$ cat src/rtl/vga_timing_pkg.sv
// Shared timing constants and types for the raster timing generator.
// Holds the 1024x768@60 (65 MHz) and 640x480@60 (25.175 MHz) porch/sync
// figures, the 11-bit coordinate type and the sync polarity encodings.
package vga_timing_pkg;

   typedef logic [10:0] coord_t;

   // Largest total that an 11-bit coordinate can count through.
   localparam int COORD_LIMIT = 2048;

   localparam bit SYNC_ACTIVE_LOW  = 1'b0;
   localparam bit SYNC_ACTIVE_HIGH = 1'b1;

   // 1024x768@60
   localparam int XGA_H_VISIBLE = 1024;
   localparam int XGA_H_FP      = 24;
   localparam int XGA_H_SYNC    = 136;
   localparam int XGA_H_BP      = 160;
   localparam int XGA_V_VISIBLE = 768;
   localparam int XGA_V_FP      = 3;
   localparam int XGA_V_SYNC    = 6;
   localparam int XGA_V_BP      = 29;

   // 640x480@60
   localparam int VGA_H_VISIBLE = 640;
   localparam int VGA_H_FP      = 16;
   localparam int VGA_H_SYNC    = 96;
   localparam int VGA_H_BP      = 48;
   localparam int VGA_V_VISIBLE = 480;
   localparam int VGA_V_FP      = 10;
   localparam int VGA_V_SYNC    = 2;
   localparam int VGA_V_BP      = 33;

   // Half-open window test: lo <= v < hi.
   function automatic logic in_window(coord_t v, coord_t lo, coord_t hi);
      return (v >= lo) && (v < hi);
   endfunction

endpackage

$ cat src/rtl/wrap_counter.sv
// Modulo-MODULUS up-counter with enable.
//   clk, rst  : clock, synchronous active-high reset (loads MODULUS-1)
//   en        : advance by one on this edge
//   cnt       : registered count
//   cnt_nxt   : value cnt takes at the next edge (lets the parent register
//               decodes that line up with cnt)
//   wrap      : en is high and cnt is at MODULUS-1, i.e. cnt goes to 0 next
module wrap_counter
   import vga_timing_pkg::*;
#(
   parameter int MODULUS = 1344
) (
   input  logic   clk,
   input  logic   rst,
   input  logic   en,
   output coord_t cnt,
   output coord_t cnt_nxt,
   output logic   wrap
);

   localparam coord_t LAST = coord_t'(MODULUS - 1);

   coord_t cnt_q;

   always_comb begin
      wrap    = en && (cnt_q == LAST);
      cnt_nxt = cnt_q;
      if (en) begin
         cnt_nxt = (cnt_q == LAST) ? '0 : cnt_q + 11'd1;
      end
   end

   // Reset parks on the last count so the first enable lands on 0 and
   // produces the wrap that starts the first line/frame.
   always_ff @(posedge clk) begin
      if (rst) begin
         cnt_q <= LAST;
      end else begin
         cnt_q <= cnt_nxt;
      end
   end

   assign cnt = cnt_q;

endmodule

$ cat src/rtl/vga_timing_gen.sv
// Raster timing generator: pixel/line coordinates plus sync, visible and
// start-of-line/frame pulses. Counting is gated by pix_en so the block runs
// from a native pixel clock (pix_en tied high) or a faster clock + strobe.
// hc = vc = 0 is the first visible pixel of the first visible line.
//
// Ports:
//   clk          system clock
//   rst          synchronous active-high reset
//   pix_en       pixel strobe; counters advance only when high
//   hc, vc       pixel / line coordinates (11 bits)
//   hsync, vsync sync outputs, active level SYNC_POL
//   visible      hc < H_VISIBLE and vc < V_VISIBLE
//   line_start   one-clk pulse on the edge where hc becomes 0
//   frame_start  one-clk pulse on the edge where (hc,vc) becomes (0,0)
//
// Build option VGA_TIMING_DELAY_EN: hsync, vsync and visible pass through one
// more pixel-enabled register so they lag hc/vc by one pixel, matching colour
// from mappers that register cell indices taken from hc/vc. The pulses are
// never delayed.
module vga_timing_gen
   import vga_timing_pkg::*;
#(
   parameter int H_VISIBLE = XGA_H_VISIBLE,
   parameter int H_FP      = XGA_H_FP,
   parameter int H_SYNC    = XGA_H_SYNC,
   parameter int H_BP      = XGA_H_BP,
   parameter int V_VISIBLE = XGA_V_VISIBLE,
   parameter int V_FP      = XGA_V_FP,
   parameter int V_SYNC    = XGA_V_SYNC,
   parameter int V_BP      = XGA_V_BP,
   parameter bit SYNC_POL  = SYNC_ACTIVE_LOW
) (
   input  logic   clk,
   input  logic   rst,
   input  logic   pix_en,
   output coord_t hc,
   output coord_t vc,
   output logic   hsync,
   output logic   vsync,
   output logic   visible,
   output logic   line_start,
   output logic   frame_start
);

   localparam int H_TOTAL = H_VISIBLE + H_FP + H_SYNC + H_BP;
   localparam int V_TOTAL = V_VISIBLE + V_FP + V_SYNC + V_BP;

   localparam coord_t H_VIS_END = coord_t'(H_VISIBLE);
   localparam coord_t V_VIS_END = coord_t'(V_VISIBLE);
   localparam coord_t HS_START  = coord_t'(H_VISIBLE + H_FP);
   localparam coord_t HS_END    = coord_t'(H_VISIBLE + H_FP + H_SYNC);
   localparam coord_t VS_START  = coord_t'(V_VISIBLE + V_FP);
   localparam coord_t VS_END    = coord_t'(V_VISIBLE + V_FP + V_SYNC);

   if (H_TOTAL > COORD_LIMIT) begin : g_h_total_chk
      $error("vga_timing_gen: horizontal total exceeds 2048");
   end
   if (V_TOTAL > COORD_LIMIT) begin : g_v_total_chk
      $error("vga_timing_gen: vertical total exceeds 2048");
   end

   coord_t hc_q;
   coord_t vc_q;
   coord_t hc_nxt;
   coord_t vc_nxt;
   logic   h_wrap;
   logic   v_wrap;
   logic   v_en;

   assign v_en = pix_en & h_wrap;

   wrap_counter #(.MODULUS(H_TOTAL)) u_hcnt (
      .clk     (clk),
      .rst     (rst),
      .en      (pix_en),
      .cnt     (hc_q),
      .cnt_nxt (hc_nxt),
      .wrap    (h_wrap)
   );

   wrap_counter #(.MODULUS(V_TOTAL)) u_vcnt (
      .clk     (clk),
      .rst     (rst),
      .en      (v_en),
      .cnt     (vc_q),
      .cnt_nxt (vc_nxt),
      .wrap    (v_wrap)
   );

   // Decoding the next counter values means the registered levels change on
   // the same edge as hc/vc. vc only moves when hc wraps, so vsync changes
   // at hc = 0 and always covers whole lines.
   logic hsync_nxt;
   logic vsync_nxt;
   logic visible_nxt;

   always_comb begin
      hsync_nxt   = in_window(hc_nxt, HS_START, HS_END) ? SYNC_POL : ~SYNC_POL;
      vsync_nxt   = in_window(vc_nxt, VS_START, VS_END) ? SYNC_POL : ~SYNC_POL;
      visible_nxt = (hc_nxt < H_VIS_END) && (vc_nxt < V_VIS_END);
   end

   logic hsync_q;
   logic vsync_q;
   logic visible_q;
   logic line_start_q;
   logic frame_start_q;

   // v_wrap already requires a horizontal wrap, so frame_start implies
   // line_start. Both wraps include pix_en, so a stall yields one pulse only.
   always_ff @(posedge clk) begin
      if (rst) begin
         hsync_q       <= ~SYNC_POL;
         vsync_q       <= ~SYNC_POL;
         visible_q     <= 1'b0;
         line_start_q  <= 1'b0;
         frame_start_q <= 1'b0;
      end else begin
         hsync_q       <= hsync_nxt;
         vsync_q       <= vsync_nxt;
         visible_q     <= visible_nxt;
         line_start_q  <= h_wrap;
         frame_start_q <= v_wrap;
      end
   end

`ifdef VGA_TIMING_DELAY_EN
   logic hsync_d;
   logic vsync_d;
   logic visible_d;

   always_ff @(posedge clk) begin
      if (rst) begin
         hsync_d   <= ~SYNC_POL;
         vsync_d   <= ~SYNC_POL;
         visible_d <= 1'b0;
      end else if (pix_en) begin
         hsync_d   <= hsync_q;
         vsync_d   <= vsync_q;
         visible_d <= visible_q;
      end
   end

   assign hsync   = hsync_d;
   assign vsync   = vsync_d;
   assign visible = visible_d;
`else
   assign hsync   = hsync_q;
   assign vsync   = vsync_q;
   assign visible = visible_q;
`endif

   assign hc          = hc_q;
   assign vc          = vc_q;
   assign line_start  = line_start_q;
   assign frame_start = frame_start_q;

endmodule

$ cat config.mk
export PLATFORM = sky130hd
export DESIGN_NAME = vga_timing_gen
export DESIGN_NICKNAME = d
export VERILOG_FILES = /design/src/rtl/vga_timing_pkg.sv /design/src/rtl/wrap_counter.sv /design/src/rtl/vga_timing_gen.sv
export SDC_FILE = /design/constraint.sdc
export NUM_CORES = 1
export LEC_CHECK = 0
export ABC_AREA = 0
export CAP_MARGIN = 0
export CORE_MARGIN = 4
export CORE_UTILIZATION = 38
export CTS_CLUSTER_SIZE = 16
export DETAILED_ROUTE_END_ITERATION = 12
export PLACE_DENSITY = 0.66
export SETUP_SLACK_MARGIN = 0.05
export SYNTH_ARGS = -nofsm -noshare
export SYNTH_HDL_FRONTEND = slang
export SYNTH_HIERARCHICAL = 1
export SYNTH_SLANG_ARGS = --single-unit
$ cat constraint.sdc
create_clock -name clk -period 4.99 [get_ports clk]
set_input_delay 0.998 -clock clk [delete_from_list [all_inputs] [get_ports clk]]
set_output_delay 0.998 -clock clk [all_outputs]
set_load 0.05 [all_outputs]
# Word level (Yosys, flattened, before mapping)
# Cells that the tools add are included.
[word_totals] register_bits=27 in_bits=3 output_inout_bits=27 word_cells=29
[op_classes] add_sub_neg=2 order_cmp=6 eq_ne=2 n_mux=6 bitwise=1 reduce_logical=5
[ops] op="two-way mux 11 bit" n=4
[ops] op="adder 11 x 1 -> 11 bit, second input constant" n=2
[ops] op="less-than comparator 11 x 10 -> 1 bit, second input constant" n=2
[ops] op="less-than comparator 11 bit, second input constant" n=2
[ops] op="equality test 11 x 10 -> 1 bit, second input constant" n=1
[ops] op="equality test 11 bit, second input constant" n=1
[ops] op=">= comparator 11 x 10 -> 1 bit, second input constant" n=1
[ops] op=">= comparator 11 bit, second input constant" n=1
[ops] op="logical AND 1 bit" n=5
[ops] op="two-way mux 1 bit" n=2
[ops] op="AND 1 bit" n=1

# Logic depth before layout (Yosys ltp)
# Gate-level depths: netlist (run 1).
[depth] depth_word=7 depth_mapped=13 depth_no_buf=11

# Hierarchy
# The synthesis (run 1) kept the hierarchy.
[by_module_without_submodules] mod="wrap_counter (u_hcnt)" instances=1 cells_per_inst=75 area_each_um2=668.1 seq_area_each_um2=220.2
[by_module_without_submodules] mod="wrap_counter (u_vcnt)" instances=1 cells_per_inst=67 area_each_um2=641.9 seq_area_each_um2=220.2
[by_module_without_submodules] mod="vga_timing_gen" instances=1 cells_per_inst=20 area_each_um2=197.7 seq_area_each_um2=100.1

# Worst setup path after synthesis (run 1)
# OpenSTA, ideal clock, no wires.
[synth_path] path_type="in2reg" from="input port pix_en" to="register vsync_q (netlist: vsync)" setup_time_ps=128 arrival_time_ps=3149 t_required_ps=4862 slack_ps=1713 cell_stages=12 path_buffers=3 path_cell_list="buf_6 nand4_2 nor4_4 and2_1 buf_6 nand2_1 and4b_1 buf_6 nor2_1 or4b_1 o21ai_1 nand3_1"
[synth_via] elab_chain_cells=6 elab_cells_between_ends=7 cone_classes="order compare: 2; mux: 2; bitwise: 1; reduce/logical: 2"
[synth_lines] item="from (decl)" line_no="vga_timing_gen.sv:35" source="input logic pix_en,"
[synth_lines] item="logical AND 1 bit *" line_no="wrap_counter.sv:26" source="wrap = en && (cnt_q == LAST);"
[synth_lines] item="named net h_wrap" line_no="vga_timing_gen.sv:66" source="logic h_wrap;"
[synth_lines] item="AND 1 bit *" line_no="vga_timing_gen.sv:70" source="assign v_en = pix_en & h_wrap;"
[synth_lines] item="named net v_en" line_no="vga_timing_gen.sv:68" source="logic v_en;"
[synth_lines] item="two-way mux 11 bit *" line_no="wrap_counter.sv:28" source="if (en) begin"
[synth_lines] item="named net vc_nxt[2]" line_no="vga_timing_gen.sv:65" source="coord_t vc_nxt;"
[synth_lines] item=">= comparator 11 x 10 -> 1 bit / less-than comparator 11 x 10 -> 1 bit (equally long branches)" line_no="vga_timing_pkg.sv:36" source="return (v >= lo) && (v < hi);"
[synth_lines] item="logical AND 1 bit *" line_no="vga_timing_pkg.sv:36"
[synth_lines] item="two-way mux 1 bit *" line_no="vga_timing_gen.sv:99" source="vsync_nxt = in_window(vc_nxt, VS_START, VS_END) ? SYNC_POL : ~SYNC_POL;"
[synth_lines] item="to (signal assigned)" line_no="vga_timing_gen.sv:114" source="vsync_q <= ~SYNC_POL;"
[synth_lines] item="to (signal assigned)" line_no="vga_timing_gen.sv:120" source="vsync_q <= vsync_nxt;"
[synth_lines] item="to (decl)" line_no="vga_timing_gen.sv:104" source="logic vsync_q;"
# Mark *: on every way through the listed nets, which the timed path passes. The rest lies on a longest branch.
# A chain may end at the register's enable or synchronous reset.

# Worst setup path after layout (run 1)
# Same ends and word-level chain as after synthesis.

==> results.json, run 1 <==
{
  "status": "complete, no violations",
  "dieHeight_um": 70.78,
  "hold_buffers": 0,
  "cts_tree": "yes",
  "numCtsBuffers": 3,
  "final.setup.tns_ns": 0,
  "worstMarginPinSlew_ns": 0.5384,
  "timing.final.ws_setup_ns": 1.034,
  "hold-path-endpoint": "u_hcnt/cnt[1]",
  "die_w_um": 70.78,
  "core.rowCount": 22,
  "ir_drop_uv": 146.2,
  "hold_depth": 2,
  "ant_nets": 0,
  "syn_area_mm2": 0.001498,
  "core_area_mm2": 0.003744,
  "end_kind": "flip-flop",
  "powerDensity_mw_per_mm2": 357.6,
  "root_buffer": "clkbuf_8",
  "gp_congestion": 0.8924,
  "drtPass1Iterations": 6,
  "min_from": "u_hcnt/cnt[1]",
  "antenna_found_initial": 0,
  "hold_viol": 0,
  "track_usage_pct": 14.50,
  "startpoint_type": "input pin",
  "r2r-end": "vsync",
  "synth.avg_cell_area_um2": 9.361,
  "drt_iter0_markers": 65,
  "setup_viol": 0,
  "grt_pass1_vias": 1321,
  "path_max_fanout": 12,
  "cts.sinks": 27,
  "grt_pass1_wl_mm": 6.065,
  "max_freq_ghz": 0.2528,
  "postCtsSetupRepairBufs": 0,
  "start_util_pct": 40.01,
  "path_clk_slew_ns": 0.09,
  "grt_max_degree": 15,
  "dp_hpwl_mm": 2.573,
  "final_core_utilization_pct": 49.16,
  "critPathRequiredTime_ns": 5.14,
  "port_buffers": 29,
  "clk_path_buf_depth": 2,
  "rrSetupSlack_ns": 1.84,
  "drive_gt1_share_pct": 10.16,
  "critical_path_class": "input pin to flip-flop",
  "synth_nets": 166,
  "ys.warnings.count": 6,
  "clock_skew_ns": 0.002255,
  "via_per_inst": 5.523,
  "antenna_cells": 0,
  "rsz0062_at_grt": "no",
  "ctsResizeCount": 0,
  "final_max_slew_viol_count": 0,
  "drc": 0,
  "hp-class": "flip-flop to flip-flop",
  "syn_inst": 160,
  "insertion_delay_ns": 0.26,
  "relSlewSlack_pct": 63.99,
  "p_leak_uw": 0.0007342,
  "arrival_ns": 4.10,
  "die-area_mm2": 0.005010,
  "maxCapViolCount": 0,
  "r2r-start": "u_hcnt/cnt[0]",
  "syn2layout_area_growth_pct": 22.89,
  "pre_cts_slack_ns": 0.7601,
  "ios": 30,
  "ff2ff_path_depth": 10,
  "avgRoutedWirePerCell_um": 14.84,
  "grt.overflow.total": 0,
  "htreeDepth": 1,
  "layout.nets": 194,
  "post-route-period-util_pct": 79.28,
  "vias": 1298,
  "routed_wl_mm": 3.487,
  "min_period_ns": 3.956
}
worst max path at each step:
stage          startpoint      end  slack (ns)  cells after the start
2_1_floorplan      pix_en    vsync        1.72                     12
3_3_place_gp       pix_en    vsync        0.90                     10
3_5_place_dp       pix_en    vsync        0.76                     10
4_1_cts            pix_en    vsync        1.05                     10
5_1_grt            pix_en  visible        0.77                      9
6_report           pix_en    vsync        1.03                     10
metrics by stage:
stage | instances | hold WS, ns | total power, uW | instance area (um^2)
detailed placement | 231 | 0.5393 | 541.2 | 1795
CTS | 235 | 0.5628 | 665.3 | 1841
finish | 235 | 0.5592 | 658.1 | 1841
global placement | 231 | 0.5497 | 536.9 | 1795
global route | 235 | 0.6006 | 701.1 | 1841
floorplan | 160 | 0.7343 | 469.8 | 1498
layout by cell type (no fill, tap or decap), types with 2 or more instances in the layout:
| cell | instances |
|---|---|
| o21ai_1 | 2 |
| ha_1 | 3 |
| nand2_1 | 8 |
| and2_1 | 8 |
| nand2b_1 | 3 |
| nand4_1 | 7 |
| o211ai_1 | 4 |
| xnor2_2 | 2 |
| nand4_2 | 3 |
| nand3_2 | 2 |
| nand3_1 | 9 |
| xnor2_1 | 4 |
| o31ai_1 | 2 |
| clkbuf_8 | 3 |
| nor4b_1 | 3 |
| nor4_1 | 2 |
| nor3b_2 | 2 |
| nor2b_1 | 3 |
| clkdlybuf4s50_1 | 29 |
| o21ai_0 | 10 |
| nor2_1 | 7 |
| nor3_1 | 3 |
| and4_1 | 2 |
| inv_1 | 7 |
| dfxtp_1 | 27 |
| nand3b_1 | 3 |
| a21oi_1 | 3 |
| o311ai_0 | 2 |
| xor2_1 | 7 |
metal layers:
layer  GRT usage, %  part of all wire, %  vias up
met2          24.92                   50       44
met3          2.557                  5.0        6
li1               -                    -      643
met4          4.802                  1.2        0
met5              0                    0        -
met1          18.30                   44      605
sequential cells by signal, indices dropped and copies added (netlist names):
register,count
u_vcnt/cnt,11
line_start,1
vsync,1
visible,1
hsync,1
u_hcnt/cnt,11
frame_start,1
power by group:
group	total, uW	switching (uW)	leakage (uW)	internal, uW
clock	121	63.8	0.0000228	57.0
sequential	272	34.4	0.000220	237
combinational	266	165	0.000491	101
worst max-delay path, stage by stage:
cell,delay [ns]
clkdlybuf4s50_1,0.68
nand4_2,0.29
nor4_4,0.38
and2_1,0.36
nand2_1,0.08
and4b_1,0.50
nor2_1,0.12
or4b_1,0.52
o21ai_1,0.09
nand3_1,0.08
area by class of cell:
| cell class | count | area, um^2 |
|---|---|---|
| Multi-Input combinational cell | 120 | 878.3 |
| Clock buffer | 4 | 45.04 |
| Tap cell | 48 | 60.06 |
| Timing Repair Buffer | 29 | 290.3 |
| Sequential cell | 27 | 540.5 |
| Fill cell | 377 | 1903 |
| Inverter | 7 | 26.28 |
Note: power is estimated with default switching activity, not from simulation.
==> run 2: changes to the inputs <==
- PLACE_DENSITY: 0.66 -> 0.68
- clock period: 4.99 -> 3.34 ns (I/O delays scaled with it)
==> run 2 against run 1 <==
Critical path depth rose by 1. Sequential share of layout area fell by 0.76 points. Flip-flop and latch count did not move. Design area rose by 2.7%. Count of clock-buffer cells in the layout fell by 1. First-iteration DRC count rose by 82%. Critical path type unchanged. Largest power group is now combinational logic.
==> results.json, run 2 (synthesis results as in run 1) <==
{
  "status": "complete, no violations",
  "ctsResizeCount": 0,
  "whs_ns": 0.5658,
  "dpl.cell_count": 237,
  "drc": 0,
  "die-area_mm2": 0.005010,
  "powerDensity_mw_per_mm2": 535.0,
  "numCtsBuffers": 3,
  "avgRoutedWirePerCell_um": 14.69,
  "final_cells": 241,
  "ant_nets": 0,
  "hold_viol": 0,
  "core_area_mm2": 0.003744,
  "post-route-period-util_pct": 88.00,
  "drt_iter0_markers": 118,
  "start_util_pct": 40.01,
  "root_buffer": "clkbuf_8",
  "die_w_um": 70.78,
  "clk_path_buf_depth": 2,
  "end_kind": "flip-flop",
  "dp_hpwl_mm": 2.600,
  "worstMarginPinSlew_ns": 0.5287,
  "path_clk_slew_ns": 0.10,
  "rrSetupSlack_ns": 0.53,
  "setup_viol": 0,
  "r2r-end": "vsync",
  "vias": 1354,
  "relSlewSlack_pct": 64.65,
  "antenna_cells": 0,
  "track_usage_pct": 14.26,
  "grt.overflow.total": 0,
  "syn2layout_area_growth_pct": 26.15,
  "port_buffers": 29,
  "layout.nets": 200,
  "p_leak_uw": 0.0007639,
  "r2r-start": "u_hcnt/cnt[7]",
  "critPathRequiredTime_ns": 3.50,
  "insertion_delay_ns": 0.28,
  "layout_common_cells": "clkdlybuf4s50_1, dfxtp_1, o21ai_0, nand3_1",
  "gp_congestion": 0.8782,
  "grt_max_degree": 17,
  "grt_pass1_vias": 1290,
  "worstSetupStartpoint": "pix_en",
  "final_max_slew_viol_count": 0,
  "min_period_ns": 2.939,
  "path_max_fanout": 6,
  "hold_depth": 2,
  "arrival_ns": 3.10,
  "critical_path_class": "input pin to flip-flop",
  "routed_wl_mm": 3.541,
  "min_from": "u_hcnt/cnt[1]",
  "core.rowCount": 22,
  "drtPass1Iterations": 4,
  "antenna_found_initial": 0,
  "hp-class": "flip-flop to flip-flop",
  "postCtsSetupRepairBufs": 0,
  "cts_tree": "yes",
  "final_core_utilization_pct": 50.47,
  "final.setup.tns_ns": 0,
  "via_per_inst": 5.618,
  "timing.final.ws_setup_ns": 0.4010,
  "dieHeight_um": 70.78,
  "layout_commonest_cell": "clkdlybuf4s50_1",
  "ir_drop_uv": 319.2,
  "drive_gt1_share_pct": 13.47,
  "hold-path-endpoint": "u_hcnt/cnt[1]",
  "clock_skew_ns": 0.004172,
  "ios": 30,
  "grt_pass1_wl_mm": 5.940,
  "startpoint_type": "input pin",
  "max_freq_ghz": 0.3402,
  "cts.sinks": 27,
  "htreeDepth": 1,
  "pre_cts_slack_ns": 0.1437,
  "rsz0062_at_grt": "no",
  "maxCapViolCount": 0,
  "ff2ff_path_depth": 10,
  "hold_buffers": 0
}
==> run 2: cell count changes in the layout (fill, tap and decap cells not counted), sizes merged <==
cell,delta
clkbuf,-1
clkinvlp,+1
buf,+6
==> run 2: worst max-delay path, stage by stage <==
cell and delay, ns:
clkdlybuf4s50_1 0.50, nand4_2 0.15, nor4_4 0.24, and2_1 0.23, buf_4 0.17, nand4_1 0.11
xor2_1 0.18, nor2_1 0.15, or4b_1 0.45, o21ai_1 0.14, nand3_1 0.11
==> run 2: final cells by class <==
| class | count | area, um^2 |
|---|---|---|
| Fill cell | 374 | 1854 |
| Multi-Input combinational cell | 120 | 878.3 |
| Sequential cell | 27 | 540.5 |
| Timing Repair Buffer | 35 | 335.3 |
| Tap cell | 48 | 60.06 |
| Clock buffer | 3 | 41.29 |
| Inverter | 7 | 26.28 |
| Clock inverter | 1 | 7.507 |
==> run 2: report_power, final <==
part           total, uW  internal [uW]  leakage [uW]  switching, uW
Combinational        409            161      0.000522            249
Clock                196           84.9     0.0000217            111
Sequential           406            354      0.000220           51.6
Total               1010            600      0.000764            411
==> run 2: worst max-delay path by stage <==
| stage | to | depth (start not counted) |
|---|---|---|
| global route | visible | 9 |
| finish | vsync | 11 |
| detailed placement | visible | 9 |
| CTS | visible | 9 |
| global placement | vsync | 11 |
| floorplan | vsync | 12 |
==> run 2: per-stage QoR <==
| step | cell area [um^2] | total power [uW] |
|---|---|---|
| final | 1889 | 1011 |
| after global routing | 1889 | 1067 |
| after CTS | 1889 | 1017 |
| after detailed placement | 1841 | 819.2 |
| after global placement | 1841 | 811.5 |
| after floorplan | 1498 | 701.9 |
==> run 2: routing by layer <==
metal  track usage [%]  part of all wire, %  up-vias
met5                 0                    0        -
met4             4.384                  1.2        0
met3             3.409                  6.6        4
met2             23.69                   48       49
met1             18.25                   45      647
li1                  -                    -      654
